<file path="config.mk">
export PLATFORM = sky130hd
export DESIGN_NAME = mem_access_unit_flat
export DESIGN_NICKNAME = d
export VERILOG_FILES = /design/src/rtl/mem_access_unit_pkg.sv /design/src/rtl/mem_access_unit_if.sv /design/src/rtl/mem_lane_align.sv /design/src/rtl/mem_access_unit.sv /design/src/flat_wrapper.sv
export SDC_FILE = /design/constraint.sdc
export NUM_CORES = 1
export LEC_CHECK = 0
export ABC_AREA = 1
export BUFFER_PORTS_ARGS = -buffer_cell sky130_fd_sc_hd__buf_4
export CAP_MARGIN = 25
export CORE_MARGIN = 3
export CORE_UTILIZATION = 54
export DETAILED_ROUTE_END_ITERATION = 8
export PLACE_DENSITY = 0.95
export SLEW_MARGIN = 20
export SYNTH_ARGS = -nofsm -noshare
export SYNTH_HDL_FRONTEND = slang
export SYNTH_SLANG_ARGS = --single-unit
</file>
<file path="constraint.sdc">
create_clock -name clk -period 3.8 [get_ports clk]
set_clock_uncertainty 0.1 [all_clocks]
set_input_delay 0.76 -clock clk [delete_from_list [all_inputs] [get_ports clk]]
set_output_delay 0.76 -clock clk [all_outputs]
set_load 0.02 [all_outputs]
</file>
<file path="src/rtl/mem_access_unit_pkg.sv">
// Shared encodings for the load/store unit: access sizes and FSM states.
package mem_access_unit_pkg;

  typedef enum logic [1:0] {
    MEM_B = 2'b00,
    MEM_H = 2'b01,
    MEM_W = 2'b10
  } mem_size_e;

  typedef enum logic [1:0] {
    StIdle  = 2'd0,
    StReq   = 2'd1,
    StWaitR = 2'd2,
    StDone  = 2'd3
  } mau_state_e;

endpackage

</file>
<file path="src/rtl/mem_access_unit_if.sv">
// Pipeline-side request/response and data-bus signals of mem_access_unit.
interface mem_access_unit_if #(
  parameter int unsigned ADDR_W = 32
);
  logic              req_valid;
  logic              mem_read;
  logic              mem_write;
  logic [1:0]        mem_size;
  logic              mem_unsigned;
  logic [ADDR_W-1:0] addr;
  logic [31:0]       wdata;
  logic              busy;
  logic              done;
  logic [31:0]       rdata;
  logic              access_fault;
  logic              bus_req;
  logic              bus_we;
  logic [ADDR_W-1:0] bus_addr;
  logic [3:0]        bus_be;
  logic [31:0]       bus_wdata;
  logic              bus_gnt;
  logic              bus_rvalid;
  logic [31:0]       bus_rdata;

  modport slave (
    input  req_valid, mem_read, mem_write, mem_size, mem_unsigned, addr, wdata,
    input  bus_gnt, bus_rvalid, bus_rdata,
    output busy, done, rdata, access_fault,
    output bus_req, bus_we, bus_addr, bus_be, bus_wdata
  );

  modport master (
    output req_valid, mem_read, mem_write, mem_size, mem_unsigned, addr, wdata,
    output bus_gnt, bus_rvalid, bus_rdata,
    input  busy, done, rdata, access_fault,
    input  bus_req, bus_we, bus_addr, bus_be, bus_wdata
  );
endinterface

</file>
<file path="src/rtl/mem_lane_align.sv">
// Combinational lane steering for stores and lane extraction/extension for loads.
module mem_lane_align
  import mem_access_unit_pkg::*;
(
  input  logic [1:0]  st_size_i,
  input  logic [1:0]  st_addr_lo_i,
  input  logic [31:0] st_wdata_i,
  output logic [1:0]  st_addr_lo_o,
  output logic [3:0]  st_be_o,
  output logic [31:0] st_wdata_o,
  input  logic [1:0]  ld_size_i,
  input  logic [1:0]  ld_addr_lo_i,
  input  logic        ld_unsigned_i,
  input  logic [31:0] ld_rdata_i,
  output logic [31:0] ld_data_o
);

  logic [31:0] ld_shifted;

  // Misaligned halves/words are forced to natural alignment here.
  always_comb begin
    st_addr_lo_o = st_addr_lo_i;
    st_be_o      = 4'b0000;
    st_wdata_o   = st_wdata_i;
    case (mem_size_e'(st_size_i))
      MEM_B: begin
        st_be_o    = 4'b0001 << st_addr_lo_i;
        st_wdata_o = {4{st_wdata_i[7:0]}};
      end
      MEM_H: begin
        st_addr_lo_o = {st_addr_lo_i[1], 1'b0};
        st_be_o      = st_addr_lo_i[1] ? 4'b1100 : 4'b0011;
        st_wdata_o   = {2{st_wdata_i[15:0]}};
      end
      MEM_W: begin
        st_addr_lo_o = 2'b00;
        st_be_o      = 4'b1111;
      end
      default: st_be_o = 4'b0000;
    endcase
  end

  assign ld_shifted = ld_rdata_i >> {ld_addr_lo_i, 3'b000};

  always_comb begin
    ld_data_o = ld_rdata_i;
    case (mem_size_e'(ld_size_i))
      MEM_B: ld_data_o = {{24{~ld_unsigned_i & ld_shifted[7]}}, ld_shifted[7:0]};
      MEM_H: ld_data_o = {{16{~ld_unsigned_i & ld_shifted[15]}}, ld_shifted[15:0]};
      default: ld_data_o = ld_rdata_i;
    endcase
  end

endmodule

</file>
<file path="src/rtl/mem_access_unit.sv">
// Load/store unit: captures one decoded access, runs it on the data bus, returns load data.
// Define MISALIGN_TRAP_EN to fault misaligned half/word accesses instead of aligning them.
module mem_access_unit
  import mem_access_unit_pkg::*;
#(
  parameter int unsigned ADDR_W = 32
) (
  input logic               clk,
  input logic               rst_n,
  mem_access_unit_if.slave  mau
);

  mau_state_e        st_q, st_d;
  logic [ADDR_W-1:0] addr_q, addr_d;
  logic [1:0]        size_q, size_d;
  logic              uns_q, uns_d;
  logic              we_q, we_d;
  logic [3:0]        be_q, be_d;
  logic [31:0]       wdata_q, wdata_d;
  logic [31:0]       rdata_q, rdata_d;

  logic [1:0]  st_addr_lo;
  logic [3:0]  st_be;
  logic [31:0] st_wdata;
  logic [31:0] ld_data;
  logic        misalign_fault;
  logic        fault;
  logic        access;
  logic        accept;

  mem_lane_align u_lane_align (
    .st_size_i     (mau.mem_size),
    .st_addr_lo_i  (mau.addr[1:0]),
    .st_wdata_i    (mau.wdata),
    .st_addr_lo_o  (st_addr_lo),
    .st_be_o       (st_be),
    .st_wdata_o    (st_wdata),
    .ld_size_i     (size_q),
    .ld_addr_lo_i  (addr_q[1:0]),
    .ld_unsigned_i (uns_q),
    .ld_rdata_i    (mau.bus_rdata),
    .ld_data_o     (ld_data)
  );

`ifdef MISALIGN_TRAP_EN
  assign misalign_fault = ((mau.mem_size == MEM_H) && mau.addr[0]) ||
                          ((mau.mem_size == MEM_W) && (mau.addr[1:0] != 2'b00));
`else
  assign misalign_fault = 1'b0;
`endif

  assign access = (st_q == StIdle) && mau.req_valid && (mau.mem_read || mau.mem_write);
  assign fault  = (mau.mem_size == 2'b11) || (mau.mem_read && mau.mem_write) || misalign_fault;
  assign accept = access && !fault;

  always_comb begin
    st_d    = st_q;
    addr_d  = addr_q;
    size_d  = size_q;
    uns_d   = uns_q;
    we_d    = we_q;
    be_d    = be_q;
    wdata_d = wdata_q;
    rdata_d = rdata_q;
    unique case (st_q)
      StIdle: begin
        if (accept) begin
          st_d    = StReq;
          addr_d  = {mau.addr[ADDR_W-1:2], st_addr_lo};
          size_d  = mau.mem_size;
          uns_d   = mau.mem_unsigned;
          we_d    = mau.mem_write;
          be_d    = st_be;
          wdata_d = st_wdata;
        end
      end
      StReq: begin
        if (mau.bus_gnt) st_d = we_q ? StDone : StWaitR;
      end
      StWaitR: begin
        // Read data in the grant cycle never reaches here, so it is ignored.
        if (mau.bus_rvalid) begin
          rdata_d = ld_data;
          st_d    = StDone;
        end
      end
      StDone: st_d = StIdle;
      default: st_d = StIdle;
    endcase
  end

  always_ff @(posedge clk or negedge rst_n) begin
    if (!rst_n) begin
      st_q    <= StIdle;
      addr_q  <= '0;
      size_q  <= 2'b00;
      uns_q   <= 1'b0;
      we_q    <= 1'b0;
      be_q    <= 4'b0000;
      wdata_q <= 32'h0;
      rdata_q <= 32'h0;
    end else begin
      st_q    <= st_d;
      addr_q  <= addr_d;
      size_q  <= size_d;
      uns_q   <= uns_d;
      we_q    <= we_d;
      be_q    <= be_d;
      wdata_q <= wdata_d;
      rdata_q <= rdata_d;
    end
  end

  // Combinational outputs are gated so they read 0 while reset is held.
  assign mau.busy         = rst_n && (accept || (st_q == StReq) || (st_q == StWaitR));
  assign mau.access_fault = rst_n && access && fault;
  assign mau.done         = (st_q == StDone);
  assign mau.rdata        = rdata_q;
  assign mau.bus_req      = (st_q == StReq);
  assign mau.bus_we       = (st_q == StReq) && we_q;
  assign mau.bus_addr     = {addr_q[ADDR_W-1:2], 2'b00};
  assign mau.bus_be       = be_q;
  assign mau.bus_wdata    = wdata_q;

endmodule

</file>
<file path="src/flat_wrapper.sv">
// flat-port wrapper written by rule: the top's interface ports become plain ports
module mem_access_unit_flat import mem_access_unit_pkg::*;
#(
  parameter int unsigned ADDR_W = 32
)
  (clk, rst_n, mau_req_valid, mau_mem_read, mau_mem_write, mau_mem_size, mau_mem_unsigned, mau_addr, mau_wdata, mau_bus_gnt, mau_bus_rvalid, mau_bus_rdata, mau_busy, mau_done, mau_rdata, mau_access_fault, mau_bus_req, mau_bus_we, mau_bus_addr, mau_bus_be, mau_bus_wdata);
  mem_access_unit_if #(.ADDR_W(ADDR_W)) mau_i ();
  input logic clk;
  input logic rst_n;
  input wire logic [$bits(mau_i.req_valid)-1:0] mau_req_valid;
  input wire logic [$bits(mau_i.mem_read)-1:0] mau_mem_read;
  input wire logic [$bits(mau_i.mem_write)-1:0] mau_mem_write;
  input wire logic [$bits(mau_i.mem_size)-1:0] mau_mem_size;
  input wire logic [$bits(mau_i.mem_unsigned)-1:0] mau_mem_unsigned;
  input wire logic [$bits(mau_i.addr)-1:0] mau_addr;
  input wire logic [$bits(mau_i.wdata)-1:0] mau_wdata;
  input wire logic [$bits(mau_i.bus_gnt)-1:0] mau_bus_gnt;
  input wire logic [$bits(mau_i.bus_rvalid)-1:0] mau_bus_rvalid;
  input wire logic [$bits(mau_i.bus_rdata)-1:0] mau_bus_rdata;
  output wire logic [$bits(mau_i.busy)-1:0] mau_busy;
  output wire logic [$bits(mau_i.done)-1:0] mau_done;
  output wire logic [$bits(mau_i.rdata)-1:0] mau_rdata;
  output wire logic [$bits(mau_i.access_fault)-1:0] mau_access_fault;
  output wire logic [$bits(mau_i.bus_req)-1:0] mau_bus_req;
  output wire logic [$bits(mau_i.bus_we)-1:0] mau_bus_we;
  output wire logic [$bits(mau_i.bus_addr)-1:0] mau_bus_addr;
  output wire logic [$bits(mau_i.bus_be)-1:0] mau_bus_be;
  output wire logic [$bits(mau_i.bus_wdata)-1:0] mau_bus_wdata;
  assign mau_i.req_valid = mau_req_valid;
  assign mau_i.mem_read = mau_mem_read;
  assign mau_i.mem_write = mau_mem_write;
  assign mau_i.mem_size = mau_mem_size;
  assign mau_i.mem_unsigned = mau_mem_unsigned;
  assign mau_i.addr = mau_addr;
  assign mau_i.wdata = mau_wdata;
  assign mau_i.bus_gnt = mau_bus_gnt;
  assign mau_i.bus_rvalid = mau_bus_rvalid;
  assign mau_i.bus_rdata = mau_bus_rdata;
  assign mau_busy = mau_i.busy;
  assign mau_done = mau_i.done;
  assign mau_rdata = mau_i.rdata;
  assign mau_access_fault = mau_i.access_fault;
  assign mau_bus_req = mau_i.bus_req;
  assign mau_bus_we = mau_i.bus_we;
  assign mau_bus_addr = mau_i.bus_addr;
  assign mau_bus_be = mau_i.bus_be;
  assign mau_bus_wdata = mau_i.bus_wdata;
  mem_access_unit #(.ADDR_W(ADDR_W)) u_core (.clk(clk), .rst_n(rst_n), .mau(mau_i));
endmodule
</file>
Word level (Yosys, flattened, before mapping) --
Index checks and enable logic that the tools add are counted.
Storage, ports and cells: flip-flop bits (word level) 106, output and inout bits 105, word-level logic and storage cells 52
Cells by class: equality and inequality tests 10, shift operators 2, multiplexer cells 10, bitwise operators 3, reduce and logical (&&, ||, !) cells 19
Operator list (number):
- $pmux W32 S2 | 2
- $shr A32 B5 Y16 | 1
- $pmux W4 S3 | 1
- $eq A2 B2 Y1 const B | 4
- $logic_and A1 B1 Y1 | 8
- $pmux W2 S4 | 1
- $eq A2 B1 Y1 const B | 3
- $logic_not A2 Y1 | 3
- $mux W2 | 3
- $logic_or A1 B1 Y1 | 4
- $mux W4 | 1
- $ne A2 B2 Y1 const B | 2
- $pmux W2 S2 | 1
- $reduce_and A2 Y1 | 2
- $shl A1 B2 Y4 const A | 1
- $reduce_and A3 Y1 | 1
- $and A1 B1 Y1 | 2
- $ne A2 B1 Y1 const B | 1
- $logic_not A1 Y1 | 1
- $mux W1 | 1
- $not A1 Y1 | 1

Depth between registers and ports, before layout --
Gate-level depths: netlist (run 1).
depth after elaboration 7, mapped depth 11

By module --
Synthesis (run 1) repeated with hierarchy kept, for this count alone.
Second synthesis, totals: cells, all modules 737, area, all modules 6496.2 um^2
By module, submodules not included:
- mem_access_unit | instances 1, cells an instance 450, area each 5099.9 um^2
- mem_lane_align | instances 1, cells an instance 287, area each 1396.3 um^2

Worst setup path before layout (run 1) --
Ideal clock, no wire load.
path kind input to output, start point input mau_mem_size[0], end point output mau_busy, data arrival time 1.790 ns, path slack 1.150 ns, stages on the path 5, path through ha_1 a21oi_1 nand2_1 clkbuf_1 a31oi_1
On the way: word-level cells in the longest chain between the ends 7
Ends and longest elaborated chain:
- from (decl) | line flat_wrapper.sv:13 | input wire logic [$bits(mau_i.mem_size)-1:0] mau_mem_size;
- $eq A2 B2 Y1 | line mem_access_unit.sv:53 | assign fault = (mau.mem_size == 2'b11) || (mau.mem_read && mau.mem_write) || misalign_fault;
- $logic_or A1 B1 Y1 | line mem_access_unit.sv:53
- $logic_not A1 Y1 | line mem_access_unit.sv:54 | assign accept = access && !fault;
- $logic_and A1 B1 Y1 | line mem_access_unit.sv:54
- $logic_or A1 B1 Y1 (2 in series) | line mem_access_unit.sv:115 | assign mau.busy = rst_n && (accept || (st_q == StReq) || (st_q == StWaitR));
- $logic_and A1 B1 Y1 | line mem_access_unit.sv:115
- to (decl) | line flat_wrapper.sv:20 | output wire logic [$bits(mau_i.busy)-1:0] mau_busy;
No other way between the ends.

Worst setup path in the final report (run 1) --
start point register u_core.st_q[0], end point output mau_busy
On the way: word-level cells in the longest chain between the ends 7, elaborated cells between the ends (all ways) 9, classes of those cells eq/ne: 2; reduce/logical: 7
Ends and longest elaborated chain:
- from (decl) | line mem_access_unit.sv:13 | mau_state_e st_q, st_d;
- from (signal assigned) | line mem_access_unit.sv:94 | st_q <= StIdle;
- from (signal assigned) | line mem_access_unit.sv:103 | st_q <= st_d;
- $logic_not A2 Y1 | line mem_access_unit.sv:52 | assign access = (st_q == StIdle) && mau.req_valid && (mau.mem_read || mau.mem_write);
- $logic_and A1 B1 Y1 (2 in series) | line mem_access_unit.sv:52
- $logic_and A1 B1 Y1 | line mem_access_unit.sv:54
- $logic_or A1 B1 Y1 | line mem_access_unit.sv:115
- $logic_or A1 B1 Y1 (*) | line mem_access_unit.sv:115
- $logic_and A1 B1 Y1 (*) | line mem_access_unit.sv:115
Mark *: on every way between the ends. The rest lies on a longest branch, timed or not.

==> results of run 1 <==
==> per-stage QoR <==
| step | util | total power [W] | area, µm² | hold WS [ns] | std cells |
|---|---|---|---|---|---|
| 2_1_floorplan | - | 0.00423 | 5610 | 0.349 | 712 |
| 4_1_cts | 0.720 | 0.00603 | 7170 | 0.398 | 1007 |
| 5_1_grt | 0.720 | 0.00642 | 7170 | 0.416 | 1007 |
| 6_report | 0.720 | 0.00600 | 7170 | 0.393 | 1007 |
| 3_5_place_dp | 0.699 | 0.00529 | 6960 | 0.366 | 991 |
| 3_3_place_gp | 0.699 | 0.00519 | 6960 | 0.363 | 991 |
==> worst min-delay path: cells and delay by family (launching register included) <==
kind / cells / cell delay [ns]
simple gates: 2 / 0.10
flops: 1 / 0.36
==> power groups by stage <==
stage | registers [W] | logic (W) | clock network [W]
6_report | 0.00212 | 0.00316 | 0.000726
5_1_grt | 0.00219 | 0.00344 | 0.000789
2_1_floorplan | 0.00243 | 0.00180 | 0
3_3_place_gp | 0.00210 | 0.00309 | 0
4_1_cts | 0.00211 | 0.00317 | 0.000745
3_5_place_dp | 0.00211 | 0.00318 | 0
==> worst paths after layout <==
kind | start | endpoint | slack [ns]
setup / recovery | u_core.st_q[0] | mau_busy | 1.20
hold / removal | u_core.addr_q[5] | u_core.addr_q[5] | 0.39
setup reg to reg | u_core.st_q[0] | u_core.mau.rdata[11] | 1.31
hold reg to reg | u_core.addr_q[5] | u_core.addr_q[5] | 0.39
max in group asynchronous | rst_n | u_core.mau.bus_wdata[7] | 2.02
min in group asynchronous | rst_n | u_core.addr_q[20] | 0.43
==> cells in the mapped netlist (all sizes together) (9+ instances only) <==
master	n
a21oi	67
a31oi	13
buf	55
clkbuf	14
dfrtp	106
ha	9
inv	69
nand2	226
nand3	33
nor2	27
o21ai	70
or2	16
==> logic make-up (layout without fill, tap and decap cells) <==
logic type | count (synthesis) | after routing | synth area share
AOI/OAI and AO/OA | 154 | 154 | 0.147
and+or+nand+nor | 303 | 303 | 0.235
DFF | 106 | 106 | 0.473
other | 1 | 2 | 0.000669
buffers and inverters | 138 | 300 | 0.124
adders and majority gates | 9 | 9 | 0.0201
==> layer usage <==
metal	vias to the layer above	track usage
met1	2476	0.326
met5	-	0
met4	0	0.0775
met2	283	0.453
li1	2535	-
met3	26	0.0708
==> sequential cells by signal, summed over array words and instances (netlist names) <==
signal / flops
u_core.uns_q: 1
u_core.mau.rdata: 32
u_core.addr_q: 32
u_core.st_q: 2
u_core.mau.bus_be: 4
u_core.we_q: 1
u_core.mau.bus_wdata: 32
u_core.size_q: 2
==> final cells by class <==
cell class	count	area, µm²	area share
flip-flops and latches	106	2650	0.370
multi-input cells	468	2270	0.316
repair buffers	215	1610	0.225
inverters	69	259	0.0361
well taps	133	166	0.0232
clock buffers	9	124	0.0173
clock inverters	7	88.8	0.0124
==> cell usage in the layout, fill, tap and decap left out, types with 6 or more instances in the layout <==
| master | n |
|---|---|
| ha_1 | 9 |
| nor2_1 | 26 |
| nand3_1 | 19 |
| a21oi_1 | 59 |
| dfrtp_1 | 106 |
| a21oi_2 | 8 |
| nand3_2 | 12 |
| buf_4 | 215 |
| inv_2 | 6 |
| inv_1 | 63 |
| o21ai_1 | 15 |
| a31oi_1 | 13 |
| nand2_1 | 223 |
| clkbuf_8 | 9 |
| or2_2 | 15 |
| o21ai_0 | 55 |
==> results.cfg, run 1 <==
[pwr]
p_int_w = 0.00325
power_density_nw_per_um2 = 836
power_switching_w = 0.00275
p_comb_frac = 0.526
p_leak_nw = 3.86
swShare = 0.459
irDropWorstVdd_mv = 0.445
seq_power_share = 0.353
clkPwrFrac = 0.121

[global_routing]
grt_max_degree = 85
grt_pass1_vias = 5054
overflow = 0
grt_use_total = 0.264
grt_pass1_wl_um = 24200
grt_antenna_before_repair = 0

[die]
die_h_um = 108
core_area_um2 = 9950
io_pins = 211
floorplan.die_area_um2 = 11600
initial_core_util = 0.563
fp.dieW_um = 108
rows = 36

[yosys]
synth_area_leader_cell = dfrtp_1
ys_warn_count = 0
avgSynthCellArea_um2 = 7.89
synthCells = 711
ys_top_cells_by_area = dfrtp_1, nand2_1, a21oi_1
synth_flop_cell = dfrtp_1
synth_edf_count = 0
synth_cell_types = 29
syn_area_um2 = 5610
async_flop_share = 1.00
synth_seq_cells = 106
yosys.area.top_type_share = 0.473
ys_seq_area_frac = 0.473

[route]
wl_met1_um = 5960
route.detailed.drc = 0
via_per_inst = 5.28
drt-initial-drc-count = 337
top_layer = met4
first_pass_iters = 5
dr_wl_met2_um = 7920
ant_nets = 0
wire_per_inst_um = 15.6
drt_wl_total_um = 15700
met3RoutedLength_um = 1490
vias = 5320

[worst_setup_path]
cp_top_family = flip-flops
crit_path_max_fanout = 5
cp-end-kind = output pin
crit_buf_inv = 2
critical_path_class = register to output pin
crit_required_ns = 2.94
max_stage_delay_ns = 0.45
cp.depth = 7
critPathSlowestCell = dfrtp_1
path_cells = inv_1 -> ha_1 -> nand2_1 -> nor2_1 -> nand2_2 -> a31oi_1 -> buf_4
cp-start-kind = register
cp.arrival_ns = 1.74
reg2regPathDepth = 8

[clock_network]
clk_latency_ns = 0.36
cts_made_buffers = 9
clock_sinks = 106
clk_pin_slew_ns = 0.12
clock-root-buffer = clkbuf_8
post_cts_resized = 0
clockBufferDepth = 2
cts_tree = done
ctsHoldBuffers = 0
h-tree-depth = 3
cts_setup_buffers = 0

[timing]
fin_crit_sh = 0.684
slew_headroom = 0.442
finalCriticalPeriod_ns = 2.60
max_freq_mhz = 385
worstMarginPinSlew_ns = 0.837
slew_violations = 0
finalHoldViolations = 0
layout_setup_ws_ns = 1.20
setup_viol = 0
rsz0062_at_grt = false
setup_tns_ns = 0

[final_layout]
drive_above_1_share = 0.318
diodes = 0
fin_nets = 984
final.fill_count = 758
area_growth_pct = 27.9

[placed_design]
io_buffer_count = 208
dp_hpwl_um = 11500
preCtsSetupSlack_ns = 1.22
gp_congestion = 0.861

[hold_path]
hold_class = register to register
whs_path_depth = 2

[status]
outcome = complete, no violations

[flow_run]
cap_violations = 0
No activity file was read; power rests on OpenSTA's default activity.
==> run 2, diff against run 1 <==
--- a/config.mk
+++ b/config.mk
@@ -9,9 +9,9 @@
 export BUFFER_PORTS_ARGS = -buffer_cell sky130_fd_sc_hd__buf_4
 export CAP_MARGIN = 25
 export CORE_MARGIN = 3
-export CORE_UTILIZATION = 54
+export CORE_UTILIZATION = 45
 export DETAILED_ROUTE_END_ITERATION = 8
-export PLACE_DENSITY = 0.95
+export PLACE_DENSITY = 0.86
 export SLEW_MARGIN = 20
 export SYNTH_ARGS = -nofsm -noshare
 export SYNTH_HDL_FRONTEND = slang
==> constraint.sdc (replaced) <==
create_clock -name clk -period 2.35 [get_ports clk]
set_clock_uncertainty 0.1 [all_clocks]
set_input_delay 0.47 -clock clk [delete_from_list [all_inputs] [get_ports clk]]
set_output_delay 0.47 -clock clk [all_outputs]
set_load 0.02 [all_outputs]
==> results.cfg, run 2 (synthesis gave the netlist of run 1 again) <==
[status]
outcome = complete, no violations

[final_layout]
drive_above_1_share = 0.325
ff_latch_area_um2 = 2650
area_growth_pct = 31.2
final.fill_count = 1111
fin_nets = 990
layout_common_cells = nand2_1, buf_4, dfrtp_1
diodes = 0
final_util = 0.608
layout_commonest_cell = nand2_1
multi_input_comb_area_um2 = 2270

[worst_setup_path]
critPathSlowestCell = dfrtp_1
max_stage_delay_ns = 0.43
critical_path_class = register to output pin
r2r_end = u_core.addr_q[1]
r2r-start = u_core.st_q[1]
r2r_slack_ns = 0.50
crit_path_max_fanout = 4
cp-start-kind = register
reg2regPathDepth = 10
cp.arrival_ns = 1.72
crit_required_ns = 1.78
cp-end-kind = output pin
critPathCapture = mau_busy
path_cells = inv_2 -> ha_1 -> nand2_1 -> nor2_1 -> nand2_2 -> a31oi_1 -> buf_4
cp-startpoint = u_core.st_q[1]

[die]
fp.dieW_um = 118
initial_core_util = 0.463
io_pins = 211
rows = 40
floorplan.die_area_um2 = 13800
core_area_um2 = 12100
die_h_um = 118

[pwr]
p_leak_nw = 3.93
swShare = 0.441
irDropWorstVdd_mv = 0.719
power_switching_w = 0.00444
p_comb_frac = 0.522
p_int_w = 0.00563
power_density_nw_per_um2 = 1370
clkPwrFrac = 0.147
seq_power_share = 0.331

[clock_network]
ctsHoldBuffers = 0
clk_latency_ns = 0.35
h-tree-depth = 3
clock-root-buffer = clkbuf_16
cts_made_buffers = 9
clockBufferDepth = 2
clk_pin_slew_ns = 0.07
cts_tree = done
clock_sinks = 106

[timing]
finalCriticalPeriod_ns = 2.29
fin_hold_ws_ns = 0.114
slew_violations = 0
finalHoldViolations = 0
fin_crit_sh = 0.974
layout_setup_ws_ns = 0.0600
max_freq_mhz = 437
setup_viol = 0
worstMarginPinSlew_ns = 0.704
slew_headroom = 0.530
setup_tns_ns = 0

[global_routing]
grt_pass1_wl_um = 24600
grt_max_degree = 107
grt_antenna_before_repair = 0
grt_use_total = 0.218
overflow = 0
grt_pass1_vias = 4974

[placed_design]
io_buffer_count = 208
gp_congestion = 0.887
dp_hpwl_um = 11100
preCtsSetupSlack_ns = 0.0676

[route]
ant_nets = 0
via_per_inst = 5.01
route.detailed.drc = 0
first_pass_iters = 5
drt_wl_total_um = 15300
vias = 5251
wire_per_inst_um = 14.6
drt-initial-drc-count = 479

[flow_run]
cap_violations = 0

[hold_path]
hold_class = primary input to async pin
==> run 2: cell types whose count changed in the layout (fill, tap and decap cells not counted), moves of 2 or more <==
cell / before / now
buf_12: 0 / 2
buf_4: 215 / 219
clkbuf_8: 9 / 0
clkbuf_16: 0 / 9
clkinv_8: 2 / 0
inv_2: 6 / 8
inv_6: 1 / 3
inv_1: 63 / 61
==> run 2: final cells by class <==
type	instances	share of cell area
multi-input combinational	468	0.308
clock inverter	6	0.00765
timing repair buffer	221	0.229
sequential	106	0.360
clock buffer	10	0.0311
tap	168	0.0286
inverter	69	0.0352
==> run 2: what timing repair did <==
| item | 4_1_cts | 5_1_grt |
|---|---|---|
| resized for setup | 1 | 1 |
| pin swaps | 0 | 1 |
| endpoints found under the setup margin | 1 | 2 |
| buffers inserted | 0 | 3 |
==> run 2: critical path: cells and delay by family (launching register included) <==
| family | cells | cell delay (ns) |
|---|---|---|
| and+or+nand+nor | 3 | 0.27 |
| buffers and inverters | 2 | 0.27 |
| DFF | 1 | 0.43 |
| AOI/OAI and AO/OA | 1 | 0.22 |
| adders and majority gates | 1 | 0.18 |
==> run 2: metrics by stage <==
step           power, W  instance area [µm²]  std cells
6_report         0.0101                 7360       1048
5_1_grt          0.0108                 7360       1048
4_1_cts          0.0101                 7340       1045
3_5_place_dp    0.00860                 7050       1029
3_3_place_gp    0.00847                 7050       1029
2_1_floorplan   0.00684                 5610        712
==> run 2: per-layer routing <==
metal / share of wire / wire, µm / track usage / vias to the layer above
met2: 0.48 / 7420 / 0.365 / 253
met4: 0.022 / 339 / 0.0886 / 0
met5: 0 / 0 / 0 / -
li1: - / - / - / 2551
met3: 0.087 / 1330 / 0.0543 / 26
met1: 0.41 / 6250 / 0.272 / 2421
==> run 2: power by group through the flow <==
stage | Sequential [W] | Combinational (W) | Clock (W)
floorplan | 0.00393 | 0.00291 | 0
global placement | 0.00333 | 0.00514 | 0
detailed placement | 0.00334 | 0.00526 | 0
CTS | 0.00334 | 0.00525 | 0.00152
global route | 0.00346 | 0.00574 | 0.00159
finish | 0.00334 | 0.00526 | 0.00148
==> run 2: worst min path at each step <==
stage                      start                 endpoint  slack, ns  cells past startpoint
2_1_floorplan              rst_n         u_core.addr_q[0]       0.07                      0
3_3_place_gp   u_core.addr_q[15]        u_core.addr_q[15]       0.36                      2
3_5_place_dp         u_core.we_q              u_core.we_q       0.37                      2
4_1_cts                    rst_n  u_core.mau.bus_wdata[8]       0.13                      2
5_1_grt                    rst_n     u_core.mau.rdata[17]       0.13                      2
6_report                   rst_n     u_core.mau.rdata[17]       0.11                      2
